<file path="config.mk">
export PLATFORM = sky130hd
export DESIGN_NAME = olivia_mc_ctrl_flat
export DESIGN_NICKNAME = d
export VERILOG_FILES = /design/src/rtl/olivia_mc_ctrl_if.sv /design/src/rtl/olivia_mc_ctrl.sv /design/src/flat_wrapper.sv
export SDC_FILE = /design/constraint.sdc
export NUM_CORES = 1
export LEC_CHECK = 0
export CAP_MARGIN = 10
export CORE_MARGIN = 3
export CORE_UTILIZATION = 30
export CTS_CLUSTER_SIZE = 24
export DETAILED_ROUTE_END_ITERATION = 7
export GPL_ROUTABILITY_DRIVEN = 0
export PLACE_DENSITY = 0.66
export SLEW_MARGIN = 20
export SYNTH_ARGS = -nofsm -noshare
export SYNTH_HDL_FRONTEND = slang
export SYNTH_SLANG_ARGS = --single-unit
</file>
<file path="constraint.sdc">
create_clock -name CLK -period 1.38 [get_ports CLK]
set_clock_uncertainty 0.1 [all_clocks]
set_input_delay 0.138 -clock CLK [delete_from_list [all_inputs] [get_ports CLK]]
set_output_delay 0.138 -clock CLK [all_outputs]
set_load 0.05 [all_outputs]
</file>
<file path="src/rtl/olivia_mc_ctrl_if.sv">
// Shared instruction/data memory port between the Olivia sequencer and memory.
// The sequencer holds mem_req/mem_we/mem_addr_sel stable until mem_ack.
interface olivia_mc_ctrl_if;
   logic mem_req;
   logic mem_we;
   logic mem_addr_sel;
   logic mem_ack;

   modport master (output mem_req, output mem_we, output mem_addr_sel, input mem_ack);
   modport slave  (input mem_req, input mem_we, input mem_addr_sel, output mem_ack);
endinterface

</file>
<file path="src/rtl/olivia_mc_ctrl.sv">
// Olivia LEGv8 multicycle sequencer: FETCH/DECODE/EXEC/MEM/WB over one shared
// memory port, driving every datapath enable and select.
module olivia_mc_ctrl #(
   parameter int unsigned TIMEOUT_CYCLES = 16
) (
   input  logic                    CLK,
   input  logic                    RST,
   olivia_mc_ctrl_if.master        mem,
   input  logic [10:0]             opcode,
   input  logic                    zero,
   output logic                    ir_we,
   output logic                    pc_we,
   output logic [1:0]              pc_src,
   output logic                    a_we,
   output logic                    reg2loc,
   output logic                    alu_src_b,
   output logic [3:0]              alu_ctl,
   output logic                    alu_out_we,
   output logic                    mdr_we,
   output logic                    reg_we,
   output logic                    mem_to_reg,
   output logic                    retired,
   output logic                    halted,
   output logic [2:0]              state
);

   localparam int unsigned CW = (TIMEOUT_CYCLES < 2) ? 1 : $clog2(TIMEOUT_CYCLES + 1);

   typedef enum logic [2:0] {
      S_RESET  = 3'd0,
      S_FETCH  = 3'd1,
      S_DECODE = 3'd2,
      S_EXEC   = 3'd3,
      S_MEM    = 3'd4,
      S_WB     = 3'd5,
      S_HALT   = 3'd7
   } state_t;

   typedef enum logic [3:0] {
      OP_ADD, OP_SUB, OP_AND, OP_ORR, OP_LDUR, OP_STUR, OP_CBZ, OP_B, OP_NOP, OP_ILL
   } op_t;

   state_t        state_q, state_d;
   logic [CW-1:0] cnt_q, cnt_d, cnt_inc;
   logic          timeout_hit;
   op_t           op;
   logic          mem_req, mem_we, mem_addr_sel;

   always_comb begin
      op = OP_ILL;
      casez (opcode)
         11'b10001011000: op = OP_ADD;
         11'b11001011000: op = OP_SUB;
         11'b10001010000: op = OP_AND;
         11'b10101010000: op = OP_ORR;
         11'b11111000010: op = OP_LDUR;
         11'b11111000000: op = OP_STUR;
         11'b10110100???: op = OP_CBZ;
         11'b000101?????: op = OP_B;
         11'b00000000000: op = OP_NOP;
         default:         op = OP_ILL;
      endcase
   end

   always_ff @(posedge CLK) begin
      if (!RST) begin
         state_q <= S_RESET;
         cnt_q   <= '0;
      end else begin
         state_q <= state_d;
         cnt_q   <= cnt_d;
      end
   end

   always_comb begin
      state_d      = state_q;
      cnt_inc      = cnt_q + 1'b1;
      cnt_d        = cnt_q;
      timeout_hit  = (TIMEOUT_CYCLES != 0) && (32'(cnt_inc) == TIMEOUT_CYCLES);
      mem_req      = 1'b0;
      mem_we       = 1'b0;
      mem_addr_sel = 1'b0;
      ir_we        = 1'b0;
      pc_we        = 1'b0;
      pc_src       = 2'd0;
      a_we         = 1'b0;
      reg2loc      = 1'b0;
      alu_src_b    = 1'b0;
      alu_ctl      = 4'b0000;
      alu_out_we   = 1'b0;
      mdr_we       = 1'b0;
      reg_we       = 1'b0;
      mem_to_reg   = 1'b0;
      retired      = 1'b0;
      halted       = 1'b0;

      unique case (state_q)
         S_RESET: begin
            cnt_d   = '0;
            state_d = S_FETCH;
         end
         S_FETCH: begin
            mem_req = 1'b1;
            if (mem.mem_ack) begin
               cnt_d   = '0;
               ir_we   = 1'b1;
               pc_we   = 1'b1;
               state_d = S_DECODE;
            end else begin
               cnt_d = cnt_inc;
               if (timeout_hit) state_d = S_HALT;
            end
         end
         S_DECODE: begin
            a_we    = 1'b1;
            reg2loc = (op == OP_STUR) || (op == OP_CBZ);
            state_d = (op == OP_ILL) ? S_HALT : S_EXEC;
         end
         S_EXEC: begin
            alu_out_we = 1'b1;
            unique case (op)
               OP_ADD: begin alu_ctl = 4'b0010; state_d = S_WB; end
               OP_SUB: begin alu_ctl = 4'b0110; state_d = S_WB; end
               OP_AND: begin alu_ctl = 4'b0000; state_d = S_WB; end
               OP_ORR: begin alu_ctl = 4'b0001; state_d = S_WB; end
               OP_LDUR, OP_STUR: begin
                  alu_ctl   = 4'b0010;
                  alu_src_b = 1'b1;
                  state_d   = S_MEM;
               end
               OP_CBZ: begin
                  alu_ctl = 4'b0111;
                  pc_we   = zero;
                  pc_src  = 2'd1;
                  retired = 1'b1;
                  state_d = S_FETCH;
               end
               OP_B: begin
                  pc_we   = 1'b1;
                  pc_src  = 2'd2;
                  retired = 1'b1;
                  state_d = S_FETCH;
               end
               OP_NOP: begin
                  retired = 1'b1;
                  state_d = S_FETCH;
               end
               default: state_d = S_HALT;
            endcase
         end
         S_MEM: begin
            mem_req      = 1'b1;
            mem_addr_sel = 1'b1;
            mem_we       = (op == OP_STUR);
            if (mem.mem_ack) begin
               cnt_d = '0;
               if (op == OP_STUR) begin
                  retired = 1'b1;
                  state_d = S_FETCH;
               end else begin
                  mdr_we  = 1'b1;
                  state_d = S_WB;
               end
            end else begin
               cnt_d = cnt_inc;
               if (timeout_hit) state_d = S_HALT;
            end
         end
         S_WB: begin
            reg_we     = 1'b1;
            mem_to_reg = (op == OP_LDUR);
            retired    = 1'b1;
            state_d    = S_FETCH;
         end
         S_HALT: halted = 1'b1;
         default: state_d = S_HALT;
      endcase
   end

   assign mem.mem_req      = mem_req;
   assign mem.mem_we       = mem_we;
   assign mem.mem_addr_sel = mem_addr_sel;
   assign state            = state_q;

endmodule

</file>
<file path="src/flat_wrapper.sv">
// flat-port wrapper written by rule: the top's interface ports become plain ports
module olivia_mc_ctrl_flat 
#(
   parameter int unsigned TIMEOUT_CYCLES = 16
)
  (CLK, RST, opcode, zero, ir_we, pc_we, pc_src, a_we, reg2loc, alu_src_b, alu_ctl, alu_out_we, mdr_we, reg_we, mem_to_reg, retired, halted, state, mem_mem_req, mem_mem_we, mem_mem_addr_sel, mem_mem_ack);
  olivia_mc_ctrl_if mem_i ();
  input  logic CLK;
  input  logic RST;
  input  logic [10:0] opcode;
  input  logic zero;
  output logic ir_we;
  output logic pc_we;
  output logic [1:0] pc_src;
  output logic a_we;
  output logic reg2loc;
  output logic alu_src_b;
  output logic [3:0] alu_ctl;
  output logic alu_out_we;
  output logic mdr_we;
  output logic reg_we;
  output logic mem_to_reg;
  output logic retired;
  output logic halted;
  output logic [2:0] state;
  output wire logic [$bits(mem_i.mem_req)-1:0] mem_mem_req;
  output wire logic [$bits(mem_i.mem_we)-1:0] mem_mem_we;
  output wire logic [$bits(mem_i.mem_addr_sel)-1:0] mem_mem_addr_sel;
  input wire logic [$bits(mem_i.mem_ack)-1:0] mem_mem_ack;
  assign mem_mem_req = mem_i.mem_req;
  assign mem_mem_we = mem_i.mem_we;
  assign mem_mem_addr_sel = mem_i.mem_addr_sel;
  assign mem_i.mem_ack = mem_mem_ack;
  olivia_mc_ctrl #(.TIMEOUT_CYCLES(TIMEOUT_CYCLES)) u_core (.CLK(CLK), .RST(RST), .mem(mem_i), .opcode(opcode), .zero(zero), .ir_we(ir_we), .pc_we(pc_we), .pc_src(pc_src), .a_we(a_we), .reg2loc(reg2loc), .alu_src_b(alu_src_b), .alu_ctl(alu_ctl), .alu_out_we(alu_out_we), .mdr_we(mdr_we), .reg_we(reg_we), .mem_to_reg(mem_to_reg), .retired(retired), .halted(halted), .state(state));
endmodule
</file>
Word-level counts from Yosys, hierarchy flattened

Cells that the tools add are included.

Multiplexer cells: 36
Equality and inequality tests: 24
$add $sub $neg: 1
Reduce and logical (&&, ||, !) cells: 11

Operators with widths:

| cell                 | number |
|---|---|
| $eq 11x11->1 const B | 6 |
| $pmux 4 s9           | 1 |
| $mux 1               | 19 |
| $pmux 3 s6           | 1 |
| $eq 4x3->1 const B   | 4 |
| $mux 3               | 5 |
| $pmux 3 s4           | 1 |
| $logic_not 11->1     | 1 |
| $pmux 5 s2           | 1 |
| $eq 3x3->1 const B   | 3 |
| $pmux 3 s3           | 1 |
| $eq 4x2->1 const B   | 2 |
| $eq 4x4->1 const B   | 2 |
| $eq 8x8->1 const B   | 1 |
| $eq 3x2->1 const B   | 2 |
| $eq 6x3->1 const B   | 1 |
| $reduce_or 2->1      | 3 |
| $reduce_or 3->1      | 2 |
| $add 5x1->5 const B  | 1 |
| $eq 5x5->1 const B   | 1 |
| $mux 5               | 1 |
| $eq 4x1->1 const B   | 1 |
| $logic_not 4->1      | 1 |
| $mux 4               | 1 |
| 9 further kinds      | 10 |

Output and inout bits: 23
Word-level logic and storage cells: 74
Input port bits: 15
Flip-flop bits (word level): 8

Longest topological paths before layout

Gate-level depths: netlist of the first run.

Word-level depth: 6
Gate-level depth with buffers: 6
Gate-level depth less buffers: 5

Worst setup path after synthesis of the first run

No wires, ideal clock.

Path kind: reg-to-output
Start: register u_core.state_q[1], in the netlist u_core.state[1]
End: output reg2loc
Path slack: -1.595 ns
Stages on the path, launching flop included: 3
Arrival time: 2.737 ns
Required time: 1.142 ns
Buffers on the path: 0
Cells stage by stage: dfxtp_1 nor3b_2 a21boi_0

Longest elaborated chain between the ends: 2

Ends and longest elaborated chain:

| item                   | line                 | text |
|---|---|---|
| start, declared        | olivia_mc_ctrl.sv:43 | `state_t state_q, state_d;` |
| start signal, assigned | olivia_mc_ctrl.sv:70 | `state_q <= state_d;` |
| $eq 3x2->1             | olivia_mc_ctrl.sv:97 | `unique case (state_q)` |
| $mux 1                 | olivia_mc_ctrl.sv:97 |  |
| end, declared          | flat_wrapper.sv:16   | `output logic reg2loc;` |

Every way passes these cells.

Worst setup path after layout of the first run

Start: input opcode[0]
End: output retired

Longest elaborated chain between the ends: 6
Elaborated cells on any way between the ends: 17
Classes of those cells: eq/ne (10); mux (5); reduce/logical (2)

Ends and longest elaborated chain:

| item                                                       | line                                         | text |
|---|---|---|
| start, declared                                            | flat_wrapper.sv:10                           | `input logic [10:0] opcode;` |
| $eq 11x11->1 or $logic_not 11->1 (tied branches)           | olivia_mc_ctrl.sv:51                         | `casez (opcode)` |
| $pmux 4 s9 (*)                                             | olivia_mc_ctrl.sv:51                         |  |
| $eq 4x3->1, or another cell as far along                   | olivia_mc_ctrl.sv:121                        | `unique case (op)` |
| $reduce_or 3->1 (no source line) or $mux 1 (tied branches) | -                                            |  |
| $mux 1, on equally long branches                           | olivia_mc_ctrl.sv:121, olivia_mc_ctrl.sv:155 |  |
| $pmux 1 s3 (*)                                             | olivia_mc_ctrl.sv:97                         |  |
| end, declared                                              | flat_wrapper.sv:23                           | `output logic retired;` |

Mark *: on every way between the ends. The rest lies on a longest branch, timed or not.

==> summary.md, run 1 <==
| Metric | Value |
|---|---|
| Final global-route overflow total | `0` |
| Largest net degree at the start of global routing | `11` |
| Most used DFF post-synth | `dfxtp_1` |
| RR Endpoint | `u_core.cnt_q[2]$_SDFFE_PN0P_` |
| CP Launch Point | `opcode[0]` |
| Peak supply drop | `0.5506 mV` |
| Maximum achievable frequency | `576.2 MHz` |
| CTS HTree Levels | `1` |
| Vias | `1,334` |
| Clock buffer depth | `2` |
| FF-to-FF path depth | `7` |
| Setup-failing EPs final | `27` |
| Final WS setup | `-0.3554 ns` |
| Worst-path fanout max | `3` |
| Total GRT Usage | `20.74%` |
| PortBufs | `36` |
| Boundary Pins | `38` |
| WP data required | `1.14 ns` |
| DP HPWL | `2.509 mm` |
| Layout cells sized above 1 | `70.79%` |
| FFs w/ async S/R, synth | `0%` |
| Routed vias/inst | `5.750` |
| Flop pwr share | `22.2%` |
| Setup_tns | `-6.115 ns` |
| Hold Path Class | `input port to flop` |
| Placed Area | `0.001773 mm²` |
| Final Hold Vio Count | `0` |
| WL final | `4.478 mm` |
| Clock sink count | `8` |
| Synth cell types | `43` |
| Final instance area | `0.002213 mm²` |
| Cells after Synth | `114` |
| Clk Latency, worst-skew pair | `0.27 ns` |
| CP endpoint kind | `output port` |
| Die H | `57.79 µm` |
| Run status | `finished with violations` |
| Starting Density | `31.89%` |
| Failing checks | `DRC, setup timing` |
| Syn nets | `130` |
| Slowest cell on crit path | `nor4_4` |
| Leakage | `0.8577 nW` |
| # rows | `18` |
| Post-route DRC | `2` |
| Reg2Reg Setup Slack | `-0.26 ns` |
| Worst Hold Depth | `6` |
| Delay-heaviest family, CP | `simple AND/OR/NAND/NOR gates` |
| Drt wl/cell | `19.30 µm` |
| Min-delay src | `opcode[0]` |
| Reg-to-Reg Start | `u_core.state[2]$_SDFFE_PN0N_` |
| Crit path cell chain | `buf_8 -> nor4_4 -> nand4_1 -> o21ba_4 -> o32ai_4 -> buf_12` |
| Largest stage delay, worst path | `0.35 ns` |
| Antenna Nets Post-Route | `0` |
| Final Max Tran Viols | `0` |
| Synthesized area per cell | `7.057 µm²` |
| Num CTS Buffers | `3` |
| Vias in the first global route | `1,209` |
| Share of the yosys chip area belonging to registers | `19.91%` |
| Minimum clock period | `1.735 ns` |
| Startpoint type of the worst setup path | `input port` |
| Synthesized area | `804.5 µm²` |
| Initial antenna violation count | `0` |
| Clk root buf | `clkbuf_4` |
| Hold Crit Endpoint | `u_core.state[2]$_SDFFE_PN0N_` |
| Critical Path AT | `1.50 ns` |
| Core area | `0.002522 mm²` |
| RSZ-0062 raised after global routing | `true` |
| Area of the die | `0.003339 mm²` |
| Total design power | `0.001212 W` |
| EDFF count, synth | `0` |
| Ant diodes | `0` |
| Logic pwr share | `60.1%` |
| Max-cap violations | `0` |
| First-pass GRT wire length | `5.485 mm` |
| Clock transition at the registers of the reported paths | `0.07 ns` |
| CP Class | `input port to output port` |
| Final period utilization | `125.8%` |
| Synth Register Bits | `8` |
| Post-layout nets | `219` |
| Synth Warn # | `0` |
| Synth-to-Final Area Change | `175.1%` |
| Critical path buffers and inverters | `2` |
| 1st-iter DRT viols | `95` |
| Fillers | `130` |
| First-pass iteration count of the detailed router | `6` |
| Clock Power Share | `17.7%` |
| Sw Ratio | `40.52%` |
| Power Internal | `0.0007207 W` |
| CTS tree | `built` |
| Switching power total | `0.0004909 W` |
| P per Cell Area | `547.4 mW/mm²` |
| Chip width | `57.79 µm` |
-- layout by cell type (no fill, tap or decap), drive strengths merged, types with 2 or more instances in the layout --
cell type      count
a211oi             2
a21oi             10
and3               5
and3b              3
and4b              2
buf               81
clkbuf             5
clkdlybuf4s50      2
dfxtp              8
dlygate4sd2        2
inv                7
nand2              9
nand2b             3
nand3              6
nand4              2
nor2              12
nor2b              4
nor3               3
nor3b              3
nor4               3
nor4b              2
o211ai             2
o21ai              6
o22ai              3
-- layout make-up --
cell class	instances	area [µm²]	share of cell area [%]
tap	30	37.54	1.696
timing repair buffer	87	1006	45.45
sequential	8	175.2	7.914
multi-input combinational	95	934.6	42.23
clock buffer	4	26.28	1.187
inverter	8	33.78	1.526
-- tightest hold or removal path: stages --
cell and delay, ns:
buf_8 0.08, nor4_4 0.04, nand4_1 0.15, o21ba_4 0.17, o211ai_1 0.09, o211ai_1 0.08
-- through the flow --
step | hold WS (ns) | std cells | setup WS (ns) | utilization, %
global placement | 0.4407 | 212 | -0.6842 | 70.29
finish | 0.4223 | 232 | -0.3554 | 87.75
CTS | 0.4259 | 223 | -0.3661 | 79.22
floorplan | 0.1597 | 114 | -0.4159 | -
global route | 0.4657 | 232 | -0.3946 | 87.75
detailed placement | 0.4571 | 212 | -0.7411 | 70.29
-- synthesized netlist by cell type (3+ instances only) --
library cell | instances | area [µm²]
and3_1 | 5 | 31.28
nand2_1 | 9 | 33.78
nand3_1 | 6 | 30.03
o21ai_1 | 3 | 15.01
nor2b_1 | 4 | 25.02
a21oi_1 | 10 | 50.05
dfxtp_1 | 8 | 160.2
and3b_1 | 3 | 26.28
nor2_1 | 12 | 45.04
o22ai_1 | 3 | 18.77
inv_1 | 8 | 30.03
o21ai_0 | 3 | 15.01
nor3_1 | 3 | 15.01
-- routing by layer --
metal / GRT usage [%] / wire length, µm
met5: 0 / 0
met4: 5.629 / 187
met3: 2.450 / 266
met1: 22.81 / 1522
met2: 40.97 / 2501
-- power by group through the flow --
stage | clock network (W) | registers (W) | logic [W]
final | 0.000214 | 0.000269 | 0.000728
after global routing | 0.000223 | 0.000271 | 0.000755
after CTS | 0.000202 | 0.000266 | 0.000631
after detailed placement | 0 | 0.000268 | 0.000552
after global placement | 0 | 0.000267 | 0.000543
after floorplan | 0 | 0.000298 | 0.000222
-- how the worst max path moves through the flow --
stage / end / slack, ns / cells after the start
2_1_floorplan: u_core.state[0]$_SDFFE_PN0N_ / -0.42 / 5
3_3_place_gp: pc_we / -0.68 / 6
3_5_place_dp: pc_we / -0.74 / 6
4_1_cts: retired / -0.37 / 6
5_1_grt: retired / -0.39 / 7
6_report: retired / -0.36 / 6
-- state kept, by name (all words and copies together), names as in the netlist --
register	flops
u_core.cnt_q	5
u_core.state	3
-- logic make-up after synthesis --
group | after synthesis | share of synthesized area [%]
buffers and inverters | 11 | 5.754
AOI/OAI and AO/OA | 30 | 23.48
DFF | 8 | 19.91
and+or+nand+nor | 62 | 47.43
other | 1 | 0.4661
muxes | 1 | 1.400
adders and majority gates | 1 | 1.555
-- timing repair --
item | CTS | global route
gates resized for setup | 84 | 40
pin swaps | 20 | 17
buffers inserted | 7 | 9
hold buffers | 0 | 0
endpoints found under the setup margin | 26 | 26
No activity file was read; power rests on OpenSTA's default activity.
==> run 2, diff against run 1 <==
==> constraint.sdc (replaced) <==
create_clock -name CLK -period 1.38 [get_ports CLK]
set_clock_uncertainty 0.1 [all_clocks]
set_input_delay 0.276 -clock CLK [delete_from_list [all_inputs] [get_ports CLK]]
set_output_delay 0.276 -clock CLK [all_outputs]
set_load 0.05 [all_outputs]
==> run 2 against run 1 <==
The run ends with setup timing left. Via count grew 9.4%. Critical path depth is the same. Combinational power grew 9.8%. Flip-flop and latch count is the same. Fmax shrank 14%. Setup slack lost 0.28 ns. Final cell count grew 1.3%. Power grew 6.6%. Critical endpoint unchanged. First-iteration DRC count shrank 18%. Global-route usage grew 7.2 points.
==> summary.md, run 2 (synthesis results as in run 1) <==
| Metric | Value |
|---|---|
| Run status | `finished with violations` |
| Failing checks | `setup timing` |
| Hold Worst Slack | `0.4562 ns` |
| CTS tree | `built` |
| Largest register by flop count | `u_core.cnt_q` |
| Clk Latency, worst-skew pair | `0.29 ns` |
| Ant diodes | `0` |
| Setup_tns | `-10.94 ns` |
| Initial antenna violation count | `0` |
| Boundary Pins | `38` |
| Clock buffer depth | `2` |
| Drt wl/cell | `24.61 µm` |
| WP data required | `1.00 ns` |
| Reg2Reg Setup Slack | `-0.44 ns` |
| Peak supply drop | `0.8394 mV` |
| Hold Path Class | `flop to flop` |
| Final Max Tran Viols | `0` |
| Final WS setup | `-0.6391 ns` |
| Worst Hold Depth | `2` |
| RR Endpoint | `u_core.cnt_q[3]$_SDFFE_PN0P_` |
| Critical Path AT | `1.64 ns` |
| Crit path cell chain | `buf_8 -> nor4_4 -> nand4_1 -> o21ba_4 -> o32ai_4 -> buf_12` |
| CP Class | `input port to output port` |
| Fillers | `63` |
| Largest net degree at the start of global routing | `10` |
| Dpl ws | `-1.054 ns` |
| Synth-to-Final Area Change | `195.3%` |
| Placed Cells | `213` |
| Largest stage delay, worst path | `0.34 ns` |
| CP endpoint kind | `output port` |
| WL final | `5.784 mm` |
| Post-route DRC | `0` |
| Maximum achievable frequency | `495.3 MHz` |
| RSZ-0062 raised after global routing | `true` |
| 1st-iter DRT viols | `78` |
| Sequential Area | `176.4 µm²` |
| Delay-heaviest family, CP | `simple AND/OR/NAND/NOR gates` |
| CTS HTree Levels | `1` |
| DP HPWL | `2.751 mm` |
| Worst-path fanout max | `2` |
| First-pass GRT wire length | `7.044 mm` |
| PortBufs | `36` |
| Routed vias/inst | `6.213` |
| Starting Density | `31.89%` |
| Final period utilization | `146.3%` |
| Setup-failing EPs final | `29` |
| Chip width | `57.79 µm` |
| # rows | `18` |
| FF-to-FF path depth | `7` |
| Clock sink count | `8` |
| Clock transition at the registers of the reported paths | `0.05 ns` |
| Reg-to-Reg Start | `u_core.state[0]$_SDFFE_PN0N_` |
| Leakage | `0.9141 nW` |
| Num CTS Buffers | `3` |
| Utilization after layout | `94.20%` |
| Startpoint type of the worst setup path | `input port` |
| Minimum clock period | `2.019 ns` |
| Area of the die | `0.003339 mm²` |
| P per Cell Area | `543.5 mW/mm²` |
| Vias in the first global route | `1,379` |
| Vias | `1,460` |
| Post-layout nets | `222` |
| Critical path buffers and inverters | `2` |
| Most frequent cells in the layout | `28 x buf_6, 28 x buf_4, 22 x buf_12, 6 x inv_1, 6 x nand2_1` |
| Min-delay src | `u_core.cnt_q[4]$_SDFFE_PN0P_` |
| Layout cells sized above 1 | `76.59%` |
| Antenna Nets Post-Route | `0` |
| Final global-route overflow total | `0` |
| Die H | `57.79 µm` |
| Hold buffer count at cts | `0` |
| Hold Crit Endpoint | `u_core.cnt_q[4]$_SDFFE_PN0P_` |
| Core area | `0.002522 mm²` |
| Slowest cell on crit path | `nor4_4` |
| Max FFs per register | `5` |
| Final Hold Vio Count | `0` |
| Clk root buf | `clkbuf_4` |
| Max-cap violations | `0` |
| First-pass iteration count of the detailed router | `4` |
| Finished Layout Cells | `235` |
| Area taken by multi-input logic gates | `0.001017 mm²` |
| Total GRT Usage | `27.90%` |
[run 2: cell types whose count changed in the layout (fill, tap and decap cells not counted), sizes merged]
cell / previous run / this run
dlygate4sd2: 2 / 1
clkbuf: 5 / 4
buf: 81 / 86
[run 2: cell type report]
type,count,area share [%]
timing repair buffer,90,45.66
multi-input combinational,95,42.81
sequential,8,7.425
tap,30,1.580
inverter,8,1.422
clock buffer,4,1.106
[run 2: per-stage QoR]
step,power (W),instance area (µm²)
finish,0.001291,2376
global route,0.001316,2376
CTS,0.001169,2195
detailed placement,0.0008874,1951
global placement,0.0008732,1951
floorplan,0.0005791,1106
[run 2: worst min-delay path: stages (launching register included)]
cell     delay, ns
dfxtp_2       0.35
o22ai_1       0.09
nor2_1        0.07
[run 2: worst max-delay path by stage]
stage	start	endpoint	cells after the start	slack (ns)
after floorplan	opcode[4]	retired	5	-0.59
after global placement	opcode[3]	alu_ctl[2]	7	-0.96
after detailed placement	opcode[6]	alu_ctl[1]	7	-1.05
after CTS	opcode[1]	retired	6	-0.62
after global routing	opcode[3]	retired	6	-0.66
final	opcode[3]	retired	6	-0.64
[run 2: layer usage]
metal  track usage (%)  share of wire [%]  vias up
met5                 0                  0        -
met4             12.91                4.7        0
met3             3.563                7.9       26
met2             50.81                 52      127
met1             31.98                 36      695
li1                  -                  -      612
[run 2: where the power goes]
group	total (W)	switching, W	internal [W]
clock	0.000220	0.000108	0.000112
combinational	0.000799	0.000402	0.000397
sequential	0.000273	0.0000286	0.000244
total	0.00129	0.000538	0.000753
[run 2: repair_timing]
item | 4_1_cts | 5_1_grt
gates cloned | 0 | 0
gates resized for setup | 92 | 43
buffers inserted | 14 | 13
pin swaps | 27 | 25
endpoints found under the setup margin | 29 | 30
